<file path="src/rtl/uart_rx.sv">
// rtl/uart_rx.sv - 8N1 UART receiver with oversampled bit recovery and show-ahead RX FIFO
//
// Purpose: recovers LSB-first 8N1 frames from rx_bit_i using a per-frame
// latched baud divisor, pushes good bytes into a show-ahead FIFO and pulses
// frame_err_o / overrun_o on bad stop bits or a full FIFO.
//
// Ports:
//   clk_i        system clock
//   rst_i        synchronous active-high reset
//   baud_div_i   clk_i cycles per bit (>= 4), latched at frame start
//   rx_en_i      receiver enable; 0 aborts any frame in progress
//   rx_bit_i     asynchronous serial input, idle high
//   rx_re_i      pop FIFO head (ignored while empty)
//   dout_o       FIFO head, valid while empty_o=0
//   empty_o      FIFO empty
//   full_o       FIFO holds FIFO_DEPTH entries
//   frame_err_o  1-cycle pulse: stop bit sampled 0, byte discarded
//   overrun_o    1-cycle pulse: good byte dropped because FIFO full
module uart_rx #(
  parameter int DATA_WIDTH = 8,
  parameter int FIFO_DEPTH = 16
) (
  input  logic                  clk_i,
  input  logic                  rst_i,
  input  logic [15:0]           baud_div_i,
  input  logic                  rx_en_i,
  input  logic                  rx_bit_i,
  input  logic                  rx_re_i,
  output logic [DATA_WIDTH-1:0] dout_o,
  output logic                  empty_o,
  output logic                  full_o,
  output logic                  frame_err_o,
  output logic                  overrun_o
);

  localparam int PW = $clog2(FIFO_DEPTH);
  localparam int BW = (DATA_WIDTH > 1) ? $clog2(DATA_WIDTH) : 1;
  localparam logic [BW-1:0] LAST_BIT = BW'(DATA_WIDTH - 1);
  localparam logic [PW:0]   FULL_CNT = (PW + 1)'(FIFO_DEPTH);

  typedef enum logic [1:0] {
    S_IDLE,
    S_START,
    S_DATA,
    S_STOP
  } state_e;

  state_e                state_q, state_d;
  logic                  rx_meta_q, rx_s_q;
  logic [15:0]           baud_cnt_q, baud_cnt_d;
  logic [15:0]           div_q, div_d;
  logic [BW-1:0]         bit_idx_q, bit_idx_d;
  logic [DATA_WIDTH-1:0] shift_q, shift_d;

  logic [DATA_WIDTH-1:0] mem_q [FIFO_DEPTH];
  logic [PW-1:0]         wr_ptr_q, rd_ptr_q;
  logic [PW:0]           count_q;

  logic tick, half_tick, push, pop, good_stop;

  // Full bit period elapsed / middle of the start bit reached.
  assign tick      = (baud_cnt_q == (div_q - 16'd1));
  assign half_tick = (baud_cnt_q == ((div_q >> 1) - 16'd1));

  // Two-flop synchronizer, preset to the idle level so reset never looks like a start bit.
  always_ff @(posedge clk_i) begin
    if (rst_i) begin
      rx_meta_q <= 1'b1;
      rx_s_q    <= 1'b1;
    end else begin
      rx_meta_q <= rx_bit_i;
      rx_s_q    <= rx_meta_q;
    end
  end

  // State register together with the frame datapath registers.
  always_ff @(posedge clk_i) begin
    if (rst_i) begin
      state_q    <= S_IDLE;
      baud_cnt_q <= '0;
      div_q      <= '0;
      bit_idx_q  <= '0;
      shift_q    <= '0;
    end else begin
      state_q    <= state_d;
      baud_cnt_q <= baud_cnt_d;
      div_q      <= div_d;
      bit_idx_q  <= bit_idx_d;
      shift_q    <= shift_d;
    end
  end

  // Next-state logic.
  always_comb begin
    state_d = state_q;
    case (state_q)
      S_IDLE:  if (!rx_s_q) state_d = S_START;
      S_START: if (half_tick) state_d = rx_s_q ? S_IDLE : S_DATA;
      S_DATA:  if (tick && (bit_idx_q == LAST_BIT)) state_d = S_STOP;
      S_STOP:  if (tick) state_d = S_IDLE;
      default: state_d = S_IDLE;
    endcase
    if (!rx_en_i) state_d = S_IDLE;
  end

  // Baud counter, divisor latch, bit index and shift register.
  always_comb begin
    baud_cnt_d = baud_cnt_q + 16'd1;
    div_d      = div_q;
    bit_idx_d  = bit_idx_q;
    shift_d    = shift_q;
    case (state_q)
      S_IDLE: begin
        baud_cnt_d = '0;
        if (rx_en_i && !rx_s_q) div_d = baud_div_i;
      end
      S_START: begin
        if (half_tick) begin
          baud_cnt_d = '0;
          bit_idx_d  = '0;
        end
      end
      S_DATA: begin
        if (tick) begin
          baud_cnt_d         = '0;
          shift_d[bit_idx_q] = rx_s_q;
          bit_idx_d          = bit_idx_q + BW'(1);
        end
      end
      S_STOP: begin
        if (tick) baud_cnt_d = '0;
      end
      default: baud_cnt_d = '0;
    endcase
  end

  // Output logic: stop-bit verdict and FIFO handshake.
  always_comb begin
    pop         = rx_re_i && !empty_o;
    good_stop   = rx_en_i && (state_q == S_STOP) && tick && rx_s_q;
    frame_err_o = rx_en_i && (state_q == S_STOP) && tick && !rx_s_q;
    // A pop in the same cycle frees a slot, so a full FIFO still accepts the byte.
    push        = good_stop && (!full_o || pop);
    overrun_o   = good_stop && full_o && !pop;
  end

  // Show-ahead FIFO; storage is cleared on reset so dout_o reads 0 afterwards.
  always_ff @(posedge clk_i) begin
    if (rst_i) begin
      wr_ptr_q <= '0;
      rd_ptr_q <= '0;
      count_q  <= '0;
      for (int i = 0; i < FIFO_DEPTH; i++) mem_q[i] <= '0;
    end else begin
      if (push) begin
        mem_q[wr_ptr_q] <= shift_q;
        wr_ptr_q        <= wr_ptr_q + PW'(1);
      end
      if (pop) rd_ptr_q <= rd_ptr_q + PW'(1);
      case ({push, pop})
        2'b10:   count_q <= count_q + (PW + 1)'(1);
        2'b01:   count_q <= count_q - (PW + 1)'(1);
        default: count_q <= count_q;
      endcase
    end
  end

  assign dout_o  = mem_q[rd_ptr_q];
  assign empty_o = (count_q == '0);
  assign full_o  = (count_q == FULL_CNT);

endmodule

</file>
<file path="config.mk">
export PLATFORM = sky130hd
export DESIGN_NAME = uart_rx
export DESIGN_NICKNAME = d
export VERILOG_FILES = /design/src/rtl/uart_rx.sv
export SDC_FILE = /design/constraint.sdc
export NUM_CORES = 1
export LEC_CHECK = 0
export ABC_AREA = 0
export CAP_MARGIN = 30
export CORE_MARGIN = 2
export CORE_UTILIZATION = 64
export DETAILED_ROUTE_END_ITERATION = 10
export DONT_BUFFER_PORTS = 1
export PLACE_DENSITY = 0.8
export SLEW_MARGIN = 10
export SYNTH_ARGS = -nofsm -noshare
export SYNTH_HDL_FRONTEND = slang
export SYNTH_SLANG_ARGS = --single-unit
export TNS_END_PERCENT = 30
</file>
<file path="constraint.sdc">
create_clock -name clk_i -period 5.4 [get_ports clk_i]
set_clock_uncertainty 0.2 [all_clocks]
set_input_delay 1.08 -clock clk_i [delete_from_list [all_inputs] [get_ports clk_i]]
set_output_delay 1.08 -clock clk_i [all_outputs]
set_load 0.01 [all_outputs]
</file>
Yosys cells after proc, flatten, opt, wreduce, memory -nomap -nowiden:

Memories as Yosys holds them, arrays and structs flattened. A register that Yosys moved wholly into a read port is not among the register bits.
Index checks and enable logic that the tools add are counted.

* bits in registers: 60
* RAM bits: 128
* bits of input ports: 21
* output and inout port bits: 12
* word-level logic and storage cells: 89
* memories: 1

Memories
* mem_q: words 16, bits a word 8, read ports 1, clocked after Yosys merged registers in 1, write ports 16, RTL line 55 `logic [DATA_WIDTH-1:0] mem_q [FIFO_DEPTH];`

* add/sub/neg operators: 8
* order comparisons: 2
* equality and inequality tests: 14
* muxes and demuxes: 26
* bitwise gates (word level): 1
* reductions and logical operators: 27

Operators with widths (number)
* case mux 16 bit (3 select lines): 1
* equality test 16 bit: 2
* 2-to-1 mux 16 bit: 2
* adder 16 x 1 -> 16 bit, second input constant: 1
* subtractor 15 x 1 -> 16 bit, second input constant: 1
* subtractor 16 x 1 -> 16 bit, second input constant: 1
* 2-to-1 mux 4 bit: 3
* logical AND 1 bit: 11
* 2-to-1 mux 2 bit: 5
* inequality test 2 bit, second input constant: 5
* case mux 5 bit (2 select lines): 1
* adder 4 x 1 -> 4 bit, second input constant: 2
* bitwise mux 8 bit: 1
* 2-to-1 mux 8 bit: 1
* case mux 2 bit (4 select lines): 1
* OR reduction 8 bit: 1
* 2-to-1 mux 1 bit: 7
* equality test 2 bit, second input constant: 3
* 2-to-1 mux 3 bit: 2
* case mux 3 bit (2 select lines): 1
* adder 5 x 1 -> 5 bit, second input constant: 1
* equality test 5 bit, second input constant: 1
* zero test 5 bit: 1
* subtractor 5 x 1 -> 5 bit, second input constant: 1
* 15 further kinds: 22

Longest topological paths before layout:

* word-level depth: 10
* depth in mapped cells: 15
* mapped depth without buffers: 14

Least setup slack after synthesis:

Ideal clock, no wire load.

* path type: register -> output
* start point: register div_q[1]
* end point: output frame_err_o
* data arrival time: 3.146 ns
* required time: 4.120 ns
* path slack: 0.974 ns
* cell stages (with the launch flop): 12
* buffers on the path: 3
* path through: dfxtp_1 > inv_1 > ha_1 > or3b_2 > o41ai_2 > o32ai_1 > mux2_2 > or4_1 > buf_4 > buf_6 > clkbuf_1 > nor3_1

* longest elaborated chain between the ends: 4

RTL lines
* start, declared: RTL line 51 `logic [15:0] div_q, div_d;`
* start signal, assigned: RTL line 87 `div_q <= div_d;`
* subtractor 16 x 1 -> 16 bit: RTL line 62 `assign tick = (baud_cnt_q == (div_q - 16'd1));`
* equality test 16 bit: RTL line 62
* logical AND 1 bit (2 in series): RTL line 141 `frame_err_o = rx_en_i && (state_q == S_STOP) && tick && !rx_s_q;`
* end, declared: RTL line 32 `output logic frame_err_o,`

Every way passes these cells.

Final worst setup path:

* start point: register div_q[1]
* end point: output overrun_o

* longest elaborated chain between the ends: 6

RTL lines
* subtractor 16 x 1 -> 16 bit: RTL line 62
* equality test 16 bit: RTL line 62
* logical AND 1 bit (2 in series): RTL line 140 `good_stop = rx_en_i && (state_q == S_STOP) && tick && rx_s_q;`
* logical AND 1 bit (2 in series): RTL line 144 `overrun_o = good_stop && full_o && !pop;`
* end, declared: RTL line 33 `output logic overrun_o`

Every way passes these cells.

==> summary by stage <==
Worst setup path
The category of the critical setup timing path is register to output port. The slowest library cell on the worst path is sky130_fd_sc_hd__or4_2. For this run, the slowest stage of the critical path takes 740 ps. The critical path goes through inv_1, ha_1, or3b_2, o41ai_2, o32ai_1, mux2_2, or4_2, nor3_1.

The cell depth of the worst flop-to-flop path is 10. In this run the critical register-to-register path is launched from div_q[1]$_SDFFE_PP0P_. The critical register-to-register path endpoint is mem_q[4][3]$_SDFFCE_PN0P_. The kind of cell with the highest combined delay along the critical path is simple AND/OR/NAND/NOR gates. STA classifies the critical path endpoint as an output port. The worst setup path is launched from a register. Setup slack on the worst reg-to-reg path comes out at ~700 ps. Data on the critical path is required at its endpoint by 4120 ps. The arrival time at the worst endpoint is 3630 ps. The logic depth of the worst setup path including buffers is 8. The maximum fanout count along the critical path is 5.

The buffers plus inverters on the worst setup path is 1.

Clocking
The total clock buffers created by CTS is 17. Clock latency on the worst-skew pair, taken at its later pin, is 440 ps. The clock tree root buffer cell is sky130_fd_sc_hd__clkbuf_16. The clock tree from TritonCTS is yes. The count of buffers added by post-CTS timing repair for setup is 0. Clock-pin slew was measured on the worst setup and hold paths at 70 ps. After clock tree synthesis, the flow added hold-fix buffers numbering 0.

The maximum clock insertion buffer count is 2. The number of resized instances in the post-cts repair step is 0. The TritonCTS sink count is 192. The H-tree was split into 4 levels.

Synthesis
The synthesis warning total is 0. Synthesis handed over a netlist of 860 instances. The total nets after synthesis is 895. The netlist uses 65 different library cells.

The number of flip-flops and latches in the synthesized netlist is 192. For this run, asynchronously set or reset flops after synthesis account for 0%. The per-instance average area after synthesis is 11.77 um2.

Counting flops with a built-in enable in the synthesized netlist gives 128. The sequential fraction of the synthesis area is 50.64%. The top-area cell type share of the netlist area is a little under two fifths. Yosys attributes the largest share of cell area to sky130_fd_sc_hd__edfxtp_1 38%, sky130_fd_sc_hd__dfxtp_1 13%, sky130_fd_sc_hd__mux4_2 8.9%. Summing every instance area after synthesis gives 10,120 um2. The most used flip-flop cell after synthesis is sky130_fd_sc_hd__edfxtp_1. The leading area contributor after synthesis is sky130_fd_sc_hd__edfxtp_1.

Pwr
In this run, the combinational gates consume between 10% and 20% of the power. Per report_power, the sequential group accounts for about 50% of the total. In this run, the clock network consumes between 30% and 40% of the power.

The leakage power total is 3.755 nW. The internal power summed over all cells is 0.002549 W. In this run the power spent charging and discharging nets is 0.0008291 W.

The peak ir drop on the vdd network is 0.0002356 V. The power per cell area is ~310 nW/um2. The switching portion of total power is 24.55%.

Hold path
The path with the worst hold slack has its endpoint at rx_s_q$_SDFF_PP1_. In this run the worst hold path is classified as register to register. Counting instances, the worst hold path has a depth of 1. The launch point of the worst hold path is rx_meta_q$_SDFF_PP1_.

Floorplan
After floorplanning, the core was sized to cover about 15,000 um2. For this configuration, the core starts out at a cell density of approximately 66%. For this design the top-level I/O count stands at 33.

The die covers 16,830 um2. The width of the die is ~130 um. The number of rows in the core area is 45. The die is 129.7 um tall.

Detailed routing
The remaining antenna violation count is 0. After the first detailed-routing iteration, the DRC count stood at 901. The DRC violation count after routing is 0. The routed length per placed instance is 22.37 um. The number of vias in the routed layout is just under 7,000. Using the TritonRoute via totals, the vias-per-cell ratio works out to 6.437.

The number of iterations in the first detailed-routing pass is 5. The total wire length is 23.47 mm.

Timing
Derived from the worst setup path, the maximum achievable clock frequency is around 0.20 GHz. The number of hold violations in the final report was 0. The period utilization is 90.90%.

Subtracting the final worst setup slack from the clock period gives 4909 ps. Setup violations remaining at the end of the flow were counted as 0. Measured against its own limit, the worst slew margin works out to 38.80%. The max-slew violation total from the final report is 0. For the pin with the worst max-slew slack, the measured transition is 916.8 ps. The post-route setup TNS is 0 ps. Setup repair after global routing left no endpoint under its margin.

Placed design
Once placement completed, the tool counted placed cells totaling 1,016. The count of buffers added on input and output ports is 0. At the end of routability-driven placement, the weighted congestion stood at 0.8592.

After legalization and detailed placement, the total HPWL measured ~16 mm.

Global routing
The pin count of the biggest net entering global routing is 89. The number of global-route vias before repair is around 6,500. The remaining global-route overflow is 0.

The initial antenna violation count was 1. The first global-routing pass estimated 36.25 mm of wire. The total routing resource utilization after global routing is 29.36%.

Finish
The flip-flop and latch area is between 5000 and 6000 um2. The area of the multi-input gates is 4691 um2. Excluding fillers, the count of instances in the completed layout stands at between 1,000 and 1,500.

The core utilization of the finished layout is between 70% and 80%. After the last flow step, the layout net total stands at approximately 860. The fill cell instance count of the final layout is 1,111. The synthesis-to-layout area growth is 6.726%. The post-route netlist has roughly 15% of its cells at a drive strength greater than 1.

Flow run
The number of maximum-capacitance constraint violations is 0.

Status
The flow ran to the end, and the final reports show no timing, DRC or antenna violations.
[cells in the final DEF (no fill, tap or decap), types with 7 or more instances in the layout]
cell type,count
sky130_fd_sc_hd__a21oi_1,36
sky130_fd_sc_hd__and2_1,130
sky130_fd_sc_hd__and3_1,7
sky130_fd_sc_hd__clkbuf_16,19
sky130_fd_sc_hd__dfxtp_1,63
sky130_fd_sc_hd__edfxtp_1,128
sky130_fd_sc_hd__ha_1,13
sky130_fd_sc_hd__inv_1,11
sky130_fd_sc_hd__mux4_2,40
sky130_fd_sc_hd__nand2_1,49
sky130_fd_sc_hd__nand2b_1,17
sky130_fd_sc_hd__nand3_1,19
sky130_fd_sc_hd__nand4_1,15
sky130_fd_sc_hd__nor2_1,35
sky130_fd_sc_hd__nor2b_1,9
sky130_fd_sc_hd__nor3_1,27
sky130_fd_sc_hd__nor4_1,11
sky130_fd_sc_hd__nor4_4,11
sky130_fd_sc_hd__o41ai_1,7
sky130_fd_sc_hd__or2_2,21
sky130_fd_sc_hd__xnor2_1,29
sky130_fd_sc_hd__xor2_1,27
[power by group through the flow]
stage               clock network, W  registers, W  logic [W]
floorplan                          0       0.00168   0.000363
global placement                   0       0.00174   0.000369
detailed placement                 0       0.00173   0.000423
CTS                          0.00127       0.00169   0.000424
global route                 0.00132       0.00170   0.000452
finish                       0.00126       0.00169   0.000423
[through the flow]
stage          hold WS (ps)  setup slack, ps  power, W  area (um2)
2_1_floorplan         189.5            973.6  0.002038       10120
5_1_grt               253.5            320.9  0.003477       10800
3_5_place_dp          220.0            818.4  0.002149       10200
6_report              242.8            491.4  0.003378       10800
3_3_place_gp          200.9             1076  0.002111       10170
4_1_cts               244.1            508.2  0.003388       10800
[state kept, by name, indices dropped and copies added, names as in the netlist, 3 cells and up, named ones only]
register    count
mem_q         128
shift_q         8
bit_idx_q       3
rd_ptr_q        4
wr_ptr_q        4
div_q          16
baud_cnt_q     16
count_q         5
[final cells by class]
| type | instances | area share [%] |
|---|---|---|
| clock buffers | 20 | 4.437 |
| diodes | 1 | 0.02317 |
| clock inverters | 12 | 1.112 |
| repair buffers | 7 | 0.6719 |
| well taps | 211 | 2.444 |
| flip-flops and latches | 192 | 47.46 |
| inverters | 12 | 0.4171 |
| multi-input cells | 594 | 43.43 |
[logic make-up after synthesis]
family | after synthesis | share of synthesized area [%]
and+or+nand+nor | 387 | 23.88
DFF | 192 | 50.64
AOI/OAI and AO/OA | 87 | 5.725
buffers and inverters | 74 | 3.017
xor gates and xnor gates | 57 | 5.082
muxes | 49 | 9.854
adders and majority gates | 14 | 1.805
[cells in the mapped netlist (all sizes together), types with 17 or more instances]
cell,number
a21oi,36
and2,130
clkbuf,48
dfxtp,64
edfxtp,128
mux4,40
nand2,49
nand2b,17
nand3,19
nor2,35
nor3,27
nor4,27
or2,21
xnor2,29
xor2,27
[routing by layer]
metal / global-route usage [%] / routed length, um / share of wire (%) / vias to the layer above
met1: 40.25 / 9630 / 41 / 3279
met5: 0 / 0 / 0 / -
met4: 10.31 / 673 / 2.9 / 0
met2: 47.55 / 11200 / 48 / 340
li1: - / - / - / 3083
met3: 5.576 / 1965 / 8.4 / 50
[worst max-delay path by stage]
stage                               start                   endpoint
floorplan           div_q[1]$_SDFFE_PP0P_                frame_err_o
global placement    div_q[1]$_SDFFE_PP0P_  mem_q[5][6]$_SDFFCE_PN0P_
detailed placement  div_q[1]$_SDFFE_PP0P_  mem_q[4][0]$_SDFFCE_PN0P_
CTS                 div_q[1]$_SDFFE_PP0P_                  overrun_o
global route        div_q[1]$_SDFFE_PP0P_                  overrun_o
finish              div_q[1]$_SDFFE_PP0P_                  overrun_o
Note: power is estimated with default switching activity, not from simulation.
